[config.mk]
export PLATFORM = sky130hd
export DESIGN_NAME = fifo_uart_drain
export DESIGN_NICKNAME = d
export VERILOG_FILES = /design/src/rtl/fifo_uart_drain.sv
export SDC_FILE = /design/constraint.sdc
export NUM_CORES = 1
export LEC_CHECK = 0
export ABC_CLOCK_PERIOD_IN_PS = 1800
export BUFFER_PORTS_ARGS = -buffer_cell sky130_fd_sc_hd__buf_4
export CAP_MARGIN = 0
export CORE_MARGIN = 3
export CORE_UTILIZATION = 49
export DETAILED_ROUTE_END_ITERATION = 6
export GPL_TIMING_DRIVEN = 0
export PLACE_DENSITY = 0.78
export SLEW_MARGIN = 20
export SYNTH_ARGS = -nofsm -noshare
export SYNTH_HDL_FRONTEND = slang
export SYNTH_SLANG_ARGS = --single-unit
[constraint.sdc]
create_clock -name clk -period 1.8 [get_ports clk]
set_input_delay 0.18 -clock clk [delete_from_list [all_inputs] [get_ports clk]]
set_output_delay 0.18 -clock clk [all_outputs]
set_load 0.05 [all_outputs]
[src/rtl/fifo_uart_drain.sv]
// fifo_uart_drain: pops bytes from a synchronous FIFO and sends each one
// as a serial frame (start, 8 data LSB first, optional even parity, stop).
module fifo_uart_drain #(
    parameter int CLKS_PER_BIT = 16,
    parameter bit PARITY_EN    = 1'b0
) (
    input  logic       clk,
    input  logic       rst,
    input  logic       enable,
    input  logic       fifo_empty,
    input  logic [7:0] fifo_data,
    output logic       fifo_rd_en,
    output logic       tx,
    output logic       busy,
    output logic       tx_done
);
    localparam int CW = (CLKS_PER_BIT > 1) ? $clog2(CLKS_PER_BIT) : 1;
    localparam logic [CW-1:0] LAST = CW'(CLKS_PER_BIT - 1);

    typedef enum logic [2:0] {
        IDLE,
        FETCH,
        LOAD,
        START,
        DATA,
        PARITY,
        STOP
    } state_e;

    state_e        state_q, state_d;
    logic [CW-1:0] cnt_q, cnt_d;
    logic [2:0]    idx_q, idx_d;
    logic [7:0]    shift_q, shift_d;
    logic          par_q, par_d;
    logic          tx_q, tx_d;
    logic          busy_q, busy_d;
    logic          done_q, done_d;
    logic          bit_end;
    logic          go;
    logic          timed;

    assign bit_end = (cnt_q == LAST);
    assign go      = enable && !fifo_empty;
    assign timed   = (state_q == START) || (state_q == DATA) ||
                     (state_q == PARITY) || (state_q == STOP);

    always_comb begin
        state_d = state_q;
        shift_d = shift_q;
        idx_d   = idx_q;
        par_d   = par_q;
        case (state_q)
            IDLE: if (go) state_d = FETCH;
            FETCH: state_d = LOAD;
            LOAD: begin
                shift_d = fifo_data;
                par_d   = PARITY_EN ? ^fifo_data : 1'b0;
                state_d = START;
            end
            START: if (bit_end) begin
                state_d = DATA;
                idx_d   = '0;
            end
            DATA: if (bit_end) begin
                shift_d = shift_q >> 1;
                idx_d   = idx_q + 3'd1;
                if (idx_q == 3'd7) state_d = PARITY_EN ? PARITY : STOP;
            end
            PARITY: if (bit_end) state_d = STOP;
            STOP: if (bit_end) state_d = go ? FETCH : IDLE;
            default: state_d = IDLE;
        endcase

        // The counter restarts on every state entry and every bit boundary.
        if (timed && (state_d == state_q) && !bit_end) cnt_d = cnt_q + 1'b1;
        else                                            cnt_d = '0;

        // Outputs are computed from the next state so they come out of flops.
        case (state_d)
            START:   tx_d = 1'b0;
            DATA:    tx_d = shift_d[0];
            PARITY:  tx_d = par_d;
            default: tx_d = 1'b1;
        endcase
        busy_d = (state_d != IDLE);
        done_d = (state_d == STOP) && (cnt_d == LAST);
    end

    always_ff @(posedge clk or posedge rst) begin
        if (rst) begin
            state_q <= IDLE;
            cnt_q   <= '0;
            idx_q   <= '0;
            shift_q <= '0;
            par_q   <= 1'b0;
            tx_q    <= 1'b1;
            busy_q  <= 1'b0;
            done_q  <= 1'b0;
        end else begin
            state_q <= state_d;
            cnt_q   <= cnt_d;
            idx_q   <= idx_d;
            shift_q <= shift_d;
            par_q   <= par_d;
            tx_q    <= tx_d;
            busy_q  <= busy_d;
            done_q  <= done_d;
        end
    end

    assign fifo_rd_en = (state_q == FETCH);
    assign tx         = tx_q;
    assign busy       = busy_q;
    assign tx_done    = done_q;

endmodule

# Yosys cells after proc, flatten, opt, wreduce, memory -nomap -nowiden
# Index checks and enable logic that the tools add are counted.
[totals]
regBits = 22
input_bits = 12
[classes]
n_eq_ne = 16
muxes = 16
reduce_logical = 15
n_addsub = 2
[ops]
columns = ["cell", "n"]
rows = [
  ["$mux W3", 8],
  ["$eq A3 B3 Y1 const B", 7],
  ["$pmux W3 S7", 1],
  ["$pmux W8 S2", 1],
  ["$eq A3 B2 Y1 const B", 3],
  ["$eq A4 B4 Y1 const B", 2],
  ["$mux W8", 1],
  ["$pmux W3 S2", 1],
  ["$add A4 B1 Y4 const B", 1],
  ["$logic_and A1 B1 Y1", 4],
  ["$mux W4", 1],
  ["$ne A2 B2 Y1 const B", 2],
  ["$reduce_bool A2 Y1", 2],
  ["$add A3 B1 Y3 const B", 1],
  ["$eq A3 B1 Y1 const B", 1],
  ["$eq A3 B3 Y1", 1],
  ["$logic_not A3 Y1", 1],
  ["$logic_or A1 B1 Y1", 3],
  ["$pmux W1 S3", 1],
  ["$reduce_and A3 Y1", 1],
  ["$reduce_bool A3 Y1", 1],
  ["$logic_not A1 Y1", 2],
  ["$mux W1", 2],
  ["$reduce_and A2 Y1", 1],
]

# Longest topological paths before layout
# Gate-level depths: netlist of the first run.
[depth]
depth_word = 11
mapped_depth = 6

# Least setup slack after synthesis of the first run
# OpenSTA, ideal clock, no wires.
[synth_timing]
kind = "register -> register"
from = "register cnt_q[0]"
to = "register tx_q, in the netlist tx"
setup_time_ns = 0.083
required_time_ns = 1.717
arrival_time_ns = 1.648
slack_ns = 0.068
stages_incl_launch_ff = 6
cell_sequence = "dfrtp_1 > ha_1 > nand4_1 > o31a_2 > a221o_1 > a221o_1"
[synth_via]
elab_cells_between_ends = 12
[synth_rtl]
columns = ["element", "line_no", "text"]
rows = [
  ["start, declared", "31", "logic [CW-1:0] cnt_q, cnt_d;"],
  ["start signal, assigned", "101", "cnt_q <= cnt_d;"],
  ["$eq A4 B4 Y1", "42", "assign bit_end = (cnt_q == LAST);"],
  ["$mux W8", "64", "DATA: if (bit_end) begin"],
  ["$pmux W8 S2", "52", "case (state_q)"],
  ["via shift_d[0]", "33", "logic [7:0] shift_q, shift_d;"],
  ["$pmux W1 S3", "79", "case (state_d)"],
  ["via tx_d", "35", "logic tx_q, tx_d;"],
  ["end signal, assigned", "105", "tx_q <= tx_d;"],
  ["end, declared", "35", ""],
]
# The timed path passes the listed nets, and every way through them passes these cells. The select of a mux whose other input is x is not followed.
# A chain may end at the register's enable or synchronous reset.

# Worst setup path after layout of the first run
[layout_timing]
from = "register state_q[0]"
to = "register tx_q, in the netlist tx"
[layout_via]
elab_cells_between_ends = 20
[layout_rtl]
columns = ["element", "line_no", "text"]
rows = [
  ["start, declared", "30", "state_e state_q, state_d;"],
  ["start signal, assigned", "100", "state_q <= state_d;"],
  ["$eq A3 B3 Y1 / $eq A3 B2 Y1 (equally long branches)", "52", ""],
  ["$pmux W8 S2 (*)", "52", ""],
  ["via shift_d[0]", "33", ""],
  ["$pmux W1 S3 (*)", "79", ""],
  ["via tx_d", "35", ""],
]
# Mark *: on every way through the listed nets, which the timed path passes. The rest lies on a longest branch.

==> flow_summary_export.csv, run 1 <==
group,metric,value,unit
floorplan,die_h,53.3,um
setup_path,crit_top_cell,"a221o_1",
global_routing,grt-ovfl-total,0,
sta,fin_skew,0.00755,ns
floorplan,design.core.area,2040,sq um
yosys,synth.yosys.seq_area_share,50.4,%
placement,placedCellCount,154,
sta,hold_viol_final,0,
yosys,ys_warn_count,0,
clock_tree,clkLatencyLatePin,0.32,ns
layout,seq_area,554,sq um
layout,multi_input_area,536,sq um
setup_path,arrival,2.02,ns
global_routing,grt_max_degree,23,
yosys,synth.avg_cell_area,9.78,sq um
clock_tree,cts-root-buf,"clkbuf_4",
clock_tree,numCtsBuffers,3,
yosys,mappedNetlistArea,1090,sq um
setup_path,critical_path_class,"register to register",
setup_path,cp.depth,4,
global_routing,grt_use_total,20.6,%
setup_path,worst_ep_required_time,2.05,ns
placement,gp_congestion,0.792,
layout,final_cells,160,
floorplan,io_pins,16,
layout,drive_gt1_share,27.8,%
placement,dpl-instance-area,1240,sq um
sta,max_freq,566,MHz
layout,antennaDiodeCount,0,
yosys,yosys.area.top_type,"dfrtp_1",
clock_tree,hold_buffers,0,
power_and_ir_drop,leakage,0.000641,uW
setup_path,setup.worst_path.end_class,"register",
layout,area_growth,21.8,%
yosys,ys_ff_latch,22,
placement,port_buffers,15,
floorplan,die_area,2840,sq um
clock_tree,cts_tree,"done",
setup_path,reg2reg_to,"tx",
layout,fin_area,1330,sq um
clock_tree,clock_path_buffers,2,
setup_path,critPathMaxFanout,10,
floorplan,start_util,53.6,%
yosys,synth-main-ff-cell,"dfrtp_1",
floorplan,die_width,53.3,um
yosys,yosysMostFrequentCell,"dfrtp_1",
yosys,synth_common_cells,"21 x dfrtp_1, 15 x nand2_1, 11 x nor2_1",
sta,slew_viol_final,0,
setup_path,crit_chain,"buf_2 > o31a_4 > a221o_1 > a221o_1",
setup_path,slowest_delay,0.48,ns
global_routing,grt_pass1_wl,4230,um
global_routing,antenna_found_initial,0,
layout,nets,149,
global_routing,grt_pass1_vias,920,
layout,final_util,65.3,%
setup_path,cpMaxStageDelayCell,"dfrtp_2",
yosys,postSynthCellCount,112,
yosys,synth_edf_count,0,
clock_tree,clock_sinks,22,
power_and_ir_drop,peakVddDrop,0.860,mV
setup_path,reg2reg_setup_slack,0.03,ns
setup_path,start_kind,"register",
drt,drc,0,
yosys,netlist.area_leader.share,48.0,%
clock_tree,htreeDepth,1,
placement,place_ws,-0.0993,ns
sta,period_share,98.1,%
drt,drtAntennaViolNets,0,
yosys,synthTopCellsByArea,"dfrtp_1 48%, nand2_1 5.1%, a22oi_1 4.8%",
placement,hpwl,1680,um
drt,drt_iter0_markers,20,
sta,period_minus_slack,1.77,ns
setup_path,cp_top_family,"compound AO/OA/AOI/OAI gates",
layout,fill_cells,165,
flow_run,cap_violations,0,
yosys,synth.distinct_cells,38,
drt,wl_per_cell,16.1,um
yosys,async_reset_ff_share,100,%
clock_tree,clkTransAtPathRegs,0.13,ns
setup_path,crit_path_end,"tx",
setup_path,r2r_cells,4,
setup_path,r2r_start,"state_q[0]",
sta,whs,0.00731,ns
power_and_ir_drop,powerDensity,1230,nW/um^2
sta,slew_headroom,45.2,%
sta,setup_slack,0.0345,ns
setup_path,startpoint,"state_q[0]",
sta,rsz0062_at_grt,"yes",
drt,first_pass_iters,4,
drt,viasPerCell,5.92,
drt,wl,2580,um
status,status,"finished clean",
worst_hold_path,worstHoldPathType,"input pin to asynchronous set/reset pin",
floorplan,floorplan.rows,16,
yosys,syn_nets,127,
sta,tightest_slew,0.820,ns
setup_path,crit_buf_inv,1,
drt,vias,947,
sta,setup_viol,0,
report_power, final:
group,switching [uW],internal [uW]
Sequential,123,645
Clock,157,124
Combinational,332,256
Total,612,1020
flip-flops by register name (all words and copies together) (netlist names):
signal	flops
busy	1
cnt_q	4
shift_q	8
par_q	1
tx_done	1
idx_q	3
tx	1
state_q	3
stage by stage:
step / power [uW] / setup TNS [ns]
2_1_floorplan: 1110 / 0
3_3_place_gp: 1210 / -0.0990
3_5_place_dp: 1250 / -0.0993
4_1_cts: 1550 / 0
5_1_grt: 1750 / -0.0567
6_report: 1640 / 0
cell type report:
| class | count | share of cell area (%) |
|---|---|---|
| clock buffers | 4 | 2.72 |
| plain buffers | 4 | 1.50 |
| multi-input cells | 79 | 40.2 |
| flip-flops and latches | 22 | 41.6 |
| repair buffers | 17 | 9.57 |
| well taps | 27 | 2.53 |
| inverters | 7 | 1.97 |
worst min-delay path by stage:
stage,slack [ns],cells after the start,to
2_1_floorplan,0.17,1,busy
3_3_place_gp,0.38,2,shift_q[7]
6_report,0.007,2,busy
3_5_place_dp,0.39,2,shift_q[7]
4_1_cts,0.04,2,shift_q[7]
5_1_grt,0.07,2,busy
cells by family after synthesis:
group | count (synthesis) | share of synthesized area, %
AOI/OAI and AO/OA | 28 | 18.3
xor gates and xnor gates | 2 | 1.60
adders and majority gates | 3 | 3.43
buffers and inverters | 11 | 4.34
DFF | 22 | 50.4
and+or+nand+nor | 46 | 21.9
metal layers:
| metal | up-vias | routed length (um) | track usage (%) |
|---|---|---|---|
| li1 | 445 | - | - |
| met1 | 466 | 1130 | 26.6 |
| met2 | 28 | 1250 | 32.2 |
| met3 | 8 | 97 | 3.94 |
| met4 | 0 | 104 | 10.6 |
| met5 | - | 0 | 0 |
layout by cell type, fill, tap and decap left out, types with 2 or more instances in the layout:
cell type | Yosys | routed
nor3_1 | 2 | 2
nor2_1 | 11 | 11
dfrtp_1 | 21 | 19
and2_1 | 2 | 2
a221oi_1 | 3 | 3
a221o_1 | 2 | 2
ha_1 | 3 | 2
o21ai_0 | 7 | 7
a22oi_1 | 7 | 7
inv_1 | 7 | 7
nand3_1 | 3 | 2
buf_4 | 0 | 17
nand2_1 | 15 | 15
clkbuf_4 | 0 | 3
a21oi_1 | 2 | 2
dfrtp_2 | 0 | 2
buf_2 | 1 | 3
nand3b_1 | 2 | 2
timing repair:
action / CTS / global route
setup buffers: 2 / 0
resized for setup: 2 / 14
endpoints found under the setup margin: 2 / 13
pin swaps: 0 / 1
endpoints found under the hold margin: 0 / 0
worst reg2reg max path: cells and delay by family (launching register included):
family	cells	cell delay (ns)
buf+inv	1	0.21
flops	1	0.48
compound gates	3	1.01
Power figures use the tool's default switching activity.
==> inputs of run 2 (changes only) <==
- ABC_CLOCK_PERIOD_IN_PS: 1800 -> 2200
- CORE_UTILIZATION: 49 -> 50
- PLACE_DENSITY: 0.78 -> 0.76
- clock period: 1.8 -> 2.2 ns (I/O delays scaled with it)
==> flow_summary_export.csv, run 2 (same netlist as run 1, synthesis figures left out) <==
group,metric,value,unit
sta,fin_skew,0.00521,ns
worst_hold_path,worstHoldPathType,"input pin to asynchronous set/reset pin",
drt,first_pass_iters,4,
sta,slew_headroom,44.8,%
floorplan,start_util,54.1,%
clock_tree,htreeDepth,1,
global_routing,grt_pass1_vias,841,
setup_path,critical_path_class,"register to register",
clock_tree,cts_resized,0,
sta,period_share,88.2,%
layout,seq_area,552,sq um
setup_path,r2r_cells,5,
power_and_ir_drop,leakage,0.000596,uW
setup_path,arrival,2.18,ns
setup_path,reg2reg_to,"tx",
floorplan,die_area,2790,sq um
layout,drive_gt1_share,18.3,%
placement,gp_congestion,0.813,
placement,placedCellCount,154,
global_routing,grt-ovfl-total,0,
layout,antennaDiodeCount,0,
floorplan,die_h,52.8,um
power_and_ir_drop,p_sw_share,36.4,%
power_and_ir_drop,pwr-share-clk,15.7,%
power_and_ir_drop,finalPower,1190,uW
global_routing,grt_pass1_wl,3640,um
status,status,"finished clean",
flow_run,cap_violations,0,
drt,drc,0,
layout,multi_input_area,495,sq um
layout,fill_cells,172,
layout,largest_register,"shift_q",
clock_tree,cts_tree,"done",
clock_tree,clock_sinks,22,
global_routing,antenna_found_initial,0,
layout,reg_top3,"shift_q x8, cnt_q x4",
clock_tree,hold_buffers,0,
layout,nets,147,
layout,area_growth,15.8,%
clock_tree,clkTransAtPathRegs,0.12,ns
power_and_ir_drop,intPower,760,uW
sta,max_freq,516,MHz
layout,final_common_cell,"dfrtp_1",
layout,final_cell_mix,"21 x dfrtp_1, 15 x nand2_1, 15 x buf_4",
clock_tree,clock_path_buffers,2,
setup_path,r2r_start,"cnt_q[0]",
drt,drt_iter0_markers,21,
sta,hold_viol_final,0,
drt,vias,875,
floorplan,design.core.area,2020,sq um
floorplan,floorplan.rows,16,
clock_tree,numCtsBuffers,3,
drt,wl_per_cell,13.6,um
power_and_ir_drop,p_seq_share,50.9,%
placement,port_buffers,15,
sta,setup_viol,0,
sta,tightest_slew,0.828,ns
drt,wl,2150,um
setup_path,slowest_delay,0.41,ns
drt,drtAntennaViolNets,0,
clock_tree,cts_setup_buffers,0,
setup_path,setup.worst_path.end_class,"register",
sta,rsz0062_at_grt,"no",
sta,slew_viol_final,0,
placement,hpwl,1570,um
setup_path,crit_top_cell,"a221o_1",
layout,final_cells,158,
drt,viasPerCell,5.54,
power_and_ir_drop,powerDensity,943,nW/um^2
floorplan,die_width,52.8,um
power_and_ir_drop,net-switching-power,435,uW
setup_path,start_kind,"register",
setup_path,worst_ep_required_time,2.44,ns
global_routing,grt_use_total,17.8,%
setup_path,crit_chain,"ha_1 > nand4_1 > o31a_2 > a221o_1 > a221o_1",
floorplan,io_pins,16,
power_and_ir_drop,peakVddDrop,0.510,mV
layout,largest_reg_flops,8,
sta,whs,0.0745,ns
power_and_ir_drop,p_comb_share,33.5,%
sta,setup_tns,0,ns
sta,period_minus_slack,1.94,ns
global_routing,grt_max_degree,23,
setup_path,critPathMaxFanout,7,
clock_tree,clkLatencyLatePin,0.30,ns
setup_path,cpMaxStageDelayCell,"dfrtp_1",
setup_path,reg2reg_setup_slack,0.26,ns
clock_tree,cts-root-buf,"clkbuf_4",
-- run 2: worst max path at each step --
| stage | cells after the start | end | startpoint |
|---|---|---|---|
| floorplan | 5 | tx | cnt_q[0] |
| global placement | 5 | tx | cnt_q[0] |
| detailed placement | 5 | tx | cnt_q[0] |
| CTS | 5 | tx | cnt_q[0] |
| global route | 5 | tx | cnt_q[0] |
| finish | 5 | tx | cnt_q[0] |
-- run 2: critical path, delay by kind of cell (launching register included) --
family	cells	cell delay [ns]
adders and majority gates	1	0.24
DFF	1	0.41
AOI/OAI and AO/OA	3	1.04
and+or+nand+nor	1	0.20
-- run 2: cell type report --
cell class | count | area share (%)
Clock buffer | 4 | 2.07
Timing Repair Buffer | 15 | 8.88
Buffer | 4 | 1.68
Sequential cell | 22 | 43.5
Tap cell | 27 | 2.67
Multi-Input combinational cell | 79 | 39.1
Inverter | 7 | 2.07
-- run 2: per-stage QoR --
stage	worst slack (ns)	utilization, %	instance area, sq um
after global routing	0.119	62.7	1270
after global placement	0.298	61.4	1240
after CTS	0.263	62.7	1270
after floorplan	0.468	-	1090
after detailed placement	0.293	61.4	1240
final	0.261	62.7	1270
-- run 2: power by group through the flow --
stage,registers (uW),clock network [uW],logic (uW)
after floorplan,622,0,283
after global placement,608,0,381
after detailed placement,614,0,399
after CTS,607,191,400
after global routing,629,209,457
final,608,187,400
-- run 2: routing by layer --
metal,vias up,global-route usage [%],share of wire (%)
met5,-,0,0
met4,0,8.09,0
met3,0,2.56,4.1
met2,19,29.5,49
met1,413,22.7,47
li1,443,-,-
